<file path="config.mk">
export PLATFORM = sky130hd
export DESIGN_NAME = dmem_arbiter
export DESIGN_NICKNAME = d
export VERILOG_FILES = /design/src/rtl/dmem_arbiter.sv
export SDC_FILE = /design/constraint.sdc
export NUM_CORES = 1
export LEC_CHECK = 0
export BUFFER_PORTS_ARGS = -buffer_cell sky130_fd_sc_hd__clkbuf_2
export CORE_AREA = 2 2 110 112
export DETAILED_ROUTE_END_ITERATION = 16
export DIE_AREA = 0 0 112 114
export HOLD_SLACK_MARGIN = 0.05
export PLACE_DENSITY_LB_ADDON = 0.12
export SYNTH_ARGS = -nofsm -noshare
export SYNTH_HDL_FRONTEND = slang
export SYNTH_SLANG_ARGS = --single-unit
</file>
<file path="constraint.sdc">
create_clock -name clk_i -period 5.4 [get_ports clk_i]
set_input_delay 0.81 -clock clk_i [delete_from_list [all_inputs] [get_ports clk_i]]
set_output_delay 0.81 -clock clk_i [all_outputs]
set_load 0.02 [all_outputs]
</file>
<file path="src/rtl/dmem_arbiter.sv">
// dmem_arbiter: round-robin two-port data memory arbiter with bounded bursts and registered read data.
module dmem_arbiter #(
    parameter int ADDR_W    = 32,
    parameter int DATA_W    = 32,
    parameter int BURST_LEN = 4
) (
    input  logic              clk_i,
    input  logic              rst_i,
    input  logic              req0_i,
    input  logic              req1_i,
    input  logic              we0_i,
    input  logic              we1_i,
    input  logic [ADDR_W-1:0] addr0_i,
    input  logic [ADDR_W-1:0] addr1_i,
    input  logic [DATA_W-1:0] wd0_i,
    input  logic [DATA_W-1:0] wd1_i,
    input  logic [4:0]        memi0_i,
    input  logic [4:0]        memi1_i,
    output logic              gnt0_o,
    output logic              gnt1_o,
    output logic              rvalid0_o,
    output logic              rvalid1_o,
    output logic [DATA_W-1:0] rdata_o,
    output logic [ADDR_W-1:0] mem_addr_o,
    output logic [DATA_W-1:0] mem_wd_o,
    output logic [4:0]        mem_memi_o,
    output logic              mem_we_o,
    input  logic [DATA_W-1:0] mem_rd_i
);
    localparam int CW = $clog2(BURST_LEN + 1);

    typedef enum logic [1:0] {IDLE, OWN0, OWN1} state_e;

    state_e              state_q, state_d;
    logic                lsp_q, lsp_d;
    logic [CW-1:0]       cnt_q, cnt_d, cnt_inc;
    logic [DATA_W-1:0]   rdata_q, rdata_d;
    logic                rvalid0_q, rvalid0_d, rvalid1_q, rvalid1_d;
    logic                own0, own1, xfer, burst_done;

    always_comb begin
        own0       = state_q == OWN0;
        own1       = state_q == OWN1;
        gnt0_o     = own0 & req0_i;
        gnt1_o     = own1 & req1_i;
        mem_addr_o = own0 ? addr0_i : own1 ? addr1_i : '0;
        mem_wd_o   = own0 ? wd0_i : own1 ? wd1_i : '0;
        mem_memi_o = own0 ? memi0_i : own1 ? memi1_i : '0;
        mem_we_o   = (gnt0_o & we0_i) | (gnt1_o & we1_i);
        xfer       = gnt0_o | gnt1_o;
        cnt_inc    = (xfer && cnt_q != CW'(BURST_LEN)) ? cnt_q + 1'b1 : cnt_q;
        burst_done = cnt_inc == CW'(BURST_LEN);
        lsp_d      = xfer ? own1 : lsp_q;
        rvalid0_d  = gnt0_o & ~we0_i;
        rvalid1_d  = gnt1_o & ~we1_i;
        rdata_d    = (xfer && !mem_we_o) ? mem_rd_i : rdata_q;
        state_d    = state_q;
        cnt_d      = cnt_inc;
        // lsp_q == 1 means port 1 was served last, so a tie goes to port 0
        unique case (state_q)
            IDLE: begin
                cnt_d   = '0;
                state_d = (req0_i && req1_i) ? (lsp_q ? OWN0 : OWN1) :
                          req0_i ? OWN0 : req1_i ? OWN1 : IDLE;
            end
            OWN0: begin
                if (!req0_i) begin
                    state_d = req1_i ? OWN1 : IDLE;
                    cnt_d   = '0;
                end else if (burst_done && req1_i) begin
                    state_d = OWN1;
                    cnt_d   = '0;
                end
            end
            OWN1: begin
                if (!req1_i) begin
                    state_d = req0_i ? OWN0 : IDLE;
                    cnt_d   = '0;
                end else if (burst_done && req0_i) begin
                    state_d = OWN0;
                    cnt_d   = '0;
                end
            end
            default: begin
                state_d = IDLE;
                cnt_d   = '0;
            end
        endcase
    end

    always_ff @(posedge clk_i or negedge rst_i) begin
        if (!rst_i) begin
            state_q   <= IDLE;
            lsp_q     <= 1'b1;
            cnt_q     <= '0;
            rdata_q   <= '0;
            rvalid0_q <= 1'b0;
            rvalid1_q <= 1'b0;
        end else begin
            state_q   <= state_d;
            lsp_q     <= lsp_d;
            cnt_q     <= cnt_d;
            rdata_q   <= rdata_d;
            rvalid0_q <= rvalid0_d;
            rvalid1_q <= rvalid1_d;
        end
    end

    assign rdata_o   = rdata_q;
    assign rvalid0_o = rvalid0_q;
    assign rvalid1_o = rvalid1_q;
endmodule

</file>
==> metrics.cfg <==
[outcome]
outcome = complete, no violations

[worst_setup_path]
crit_fanout = 35
setup.worst_path.class = reg2out
critical_path_buf_inv_count = 3
crit_cells = 6
required_ns = 4.59
timing.rr.end = state_q[0]$_DFFE_PN0P_
rrSetupSlack_ns = 2.42
critPathLaunch = state_q[0]$_DFFE_PN0P_
r2r-start = state_q[1]$_DFFE_PN0P_
cp_cell_sequence = inv_1 > ha_1 > nor2b_4 > buf_4 > a22o_1 > clkbuf_2
cp_data_arrival_time_ns = 2.58
path_delay_family = buffers and inverters
slowest_stage = nor2b_4
crit_path_end_kind = output port
slowest_delay_ns = 0.70
crit_path_end = mem_addr_o[16]
critical_path.startpoint_type = flip-flop
reg2reg_depth = 9

[clocking]
clock_latency_ns = 0.28
cts-root-buf = clkbuf_16
cts_tree = built
htree_levels = 2
cts_sinks = 40
hold_buffers = 0
cts-buffers-inserted = 5
clockBufferDepth = 2
ctsResizeCount = 0
clk_pin_slew_ns = 0.06
postCtsSetupBuffers = 0

[timing]
rsz0062_at_grt = no
hold_viol_final = 0
worstMarginPinSlew_ns = 0.995
layout_min_cycle_time_ns = 3.39
setup_viol = 0
clock.fmax_ghz = 0.295
min_period_over_period = 0.628
maxSlewViolCount = 0
fin_worst_skew_ns = 0.00234
fin_tns_setup_ns = 0
maxSlewHeadroom = 0.336

[synthesis]
synth_warnings = 0
synthDistinctLibCells = 32
synthArstFlopShare = 1.00
synth.ff_latch_count = 40
synth_nets = 399
synth.avg_cell_area_um2 = 11.1
syn_area_um2 = 2410
yosysSeqAreaShare = 0.415
synth_cells = 217
synth_edf_count = 0
ys.flop_type = dfrtp_1

[power]
power_frac_seq = 0.222
p_sw_frac = 0.475
ir_drop_mv = 0.225
p_sw_w = 0.00108
pwr_density_cell_nw_per_um2 = 556
p_comb_frac = 0.650
p_leak_nw = 2.31
p_int_w = 0.00120
clkPwrFrac = 0.127

[die]
io_pins = 282
start_util = 0.206
die_area_um2 = 12800
fp-row-count = 40
die_h_um = 114
dieWidth_um = 112
core_area_um2 = 11700

[placed_design]
dp_hpwl_um = 8090
place_congestion = 0.783
port_buffers = 281

[layout]
area_growth_pct = 69.8
num_antenna_cells = 0
final_util = 0.350
finalNetCount = 670
drive_gt1_frac = 0.675

[detailed_routing]
drc = 0
dr.pass1.iters = 4
viasPerCell = 4.44
num_vias = 2822
drt_wl_total_um = 9870
drtIter0Drc = 163
wl_per_cell_um = 15.5
ant_nets = 0

[global_route]
track_usage = 0.140
antenna_found_initial = 0
grt_first_pass_wirelength_um = 14100
grt_pass1_vias = 2602
grt_overflow = 0
grt_max_degree = 72

[hold_path]
worstHoldPathType = reg2reg

[flow_run]
cap_violations = 0

-- cell usage in the layout, fill, tap and decap left out, types with 2 or more instances in the layout --
cell type,count
a22o_1,70
nor2_1,6
xnor2_1,2
ha_1,5
nand2_1,10
clkbuf_2,281
buf_4,3
a21oi_1,3
dfrtp_1,39
mux2_1,3
mux2_2,31
inv_1,5
nor3_1,3
clkbuf_16,5
-- cell usage after synthesis (2+ instances only) --
library cell | count | share of area
a22o_1 | 70 | 0.25
a21oi_1 | 3 | 0.0062
clkbuf_1 | 16 | 0.025
dfrtp_1 | 39 | 0.40
mux2_2 | 31 | 0.14
nor3_1 | 3 | 0.0062
buf_2 | 3 | 0.0062
nor2b_1 | 2 | 0.0052
xnor2_1 | 2 | 0.0073
mux2_1 | 3 | 0.014
inv_1 | 5 | 0.0078
nor2_1 | 6 | 0.0093
ha_1 | 6 | 0.031
nand2_1 | 10 | 0.016
-- per-stage QoR --
stage                     hold WS, ns  setup slack, ns  std cells  power (W)  instance area [um^2]
final                           0.472             2.01        636    0.00228                  4100
after global routing            0.511             1.81        636    0.00242                  4100
after CTS                       0.474             2.02        636    0.00231                  4100
after detailed placement        0.463             2.33        628    0.00201                  3960
after global placement          0.464             2.40        628    0.00200                  3960
after floorplan                 0.445             2.71        217    0.00150                  2410
-- worst min-delay path by stage --
stage          slack [ns]                     end  cells past startpoint                    from
2_1_floorplan        0.44       lsp_q$_DFFE_PN1P_                      2       lsp_q$_DFFE_PN1P_
3_5_place_dp         0.46       lsp_q$_DFFE_PN1P_                      2       lsp_q$_DFFE_PN1P_
3_3_place_gp         0.46       lsp_q$_DFFE_PN1P_                      2       lsp_q$_DFFE_PN1P_
5_1_grt              0.51  rdata_o[6]$_DFFE_PN0P_                      1  rdata_o[6]$_DFFE_PN0P_
4_1_cts              0.47       lsp_q$_DFFE_PN1P_                      2       lsp_q$_DFFE_PN1P_
6_report             0.47       lsp_q$_DFFE_PN1P_                      2       lsp_q$_DFFE_PN1P_
-- worst register-to-register path: stages (launching register included) --
cell	delay (ns)
dfrtp_1	0.41
inv_1	0.09
ha_2	0.21
buf_4	0.58
nand2_4	0.14
clkinv_2	0.14
o21ai_4	0.10
or4_1	0.51
a32oi_1	0.33
mux2_1	0.36
-- state kept, by name (all words and copies together) (netlist names) --
name / count
rdata_o: 32
cnt_q: 3
state_q: 2
lsp_q: 1
rvalid0_o: 1
rvalid1_o: 1
-- cells by family (layout without fill, tap and decap cells) --
group,count (synthesis),after routing,share of synthesized area
compound gates,78,78,0.279
xor+xnor,2,2,0.00726
fa+ha+maj,6,6,0.0311
buf+inv,27,299,0.0456
flops,40,40,0.415
mux,35,35,0.163
simple gates,29,29,0.0596
-- power by group through the flow --
stage / Sequential, W / Combinational [W] / Clock (W)
floorplan: 0.000665 / 0.000837 / 0
CTS: 0.000507 / 0.00150 / 0.000303
detailed placement: 0.000512 / 0.00150 / 0
global placement: 0.000508 / 0.00149 / 0
finish: 0.000506 / 0.00148 / 0.000290
global route: 0.000523 / 0.00158 / 0.000320
-- cell type report --
type                    count  area [um^2]
inverters                   7         27.5
well taps                 147          184
clock buffers               6          129
multi-input cells         150         1310
fillers                  1257         7610
flip-flops and latches     40         1000
clock inverters             2         16.3
repair buffers            284         1430
-- layer usage --
layer	global-route usage	part of all wire	wire, um
met3	0.0324	0.075	738
met2	0.233	0.50	4920
met1	0.187	0.42	4150
met4	0.0293	0.0063	62
met5	0	0	0
Note: power is estimated with default switching activity, not from simulation.
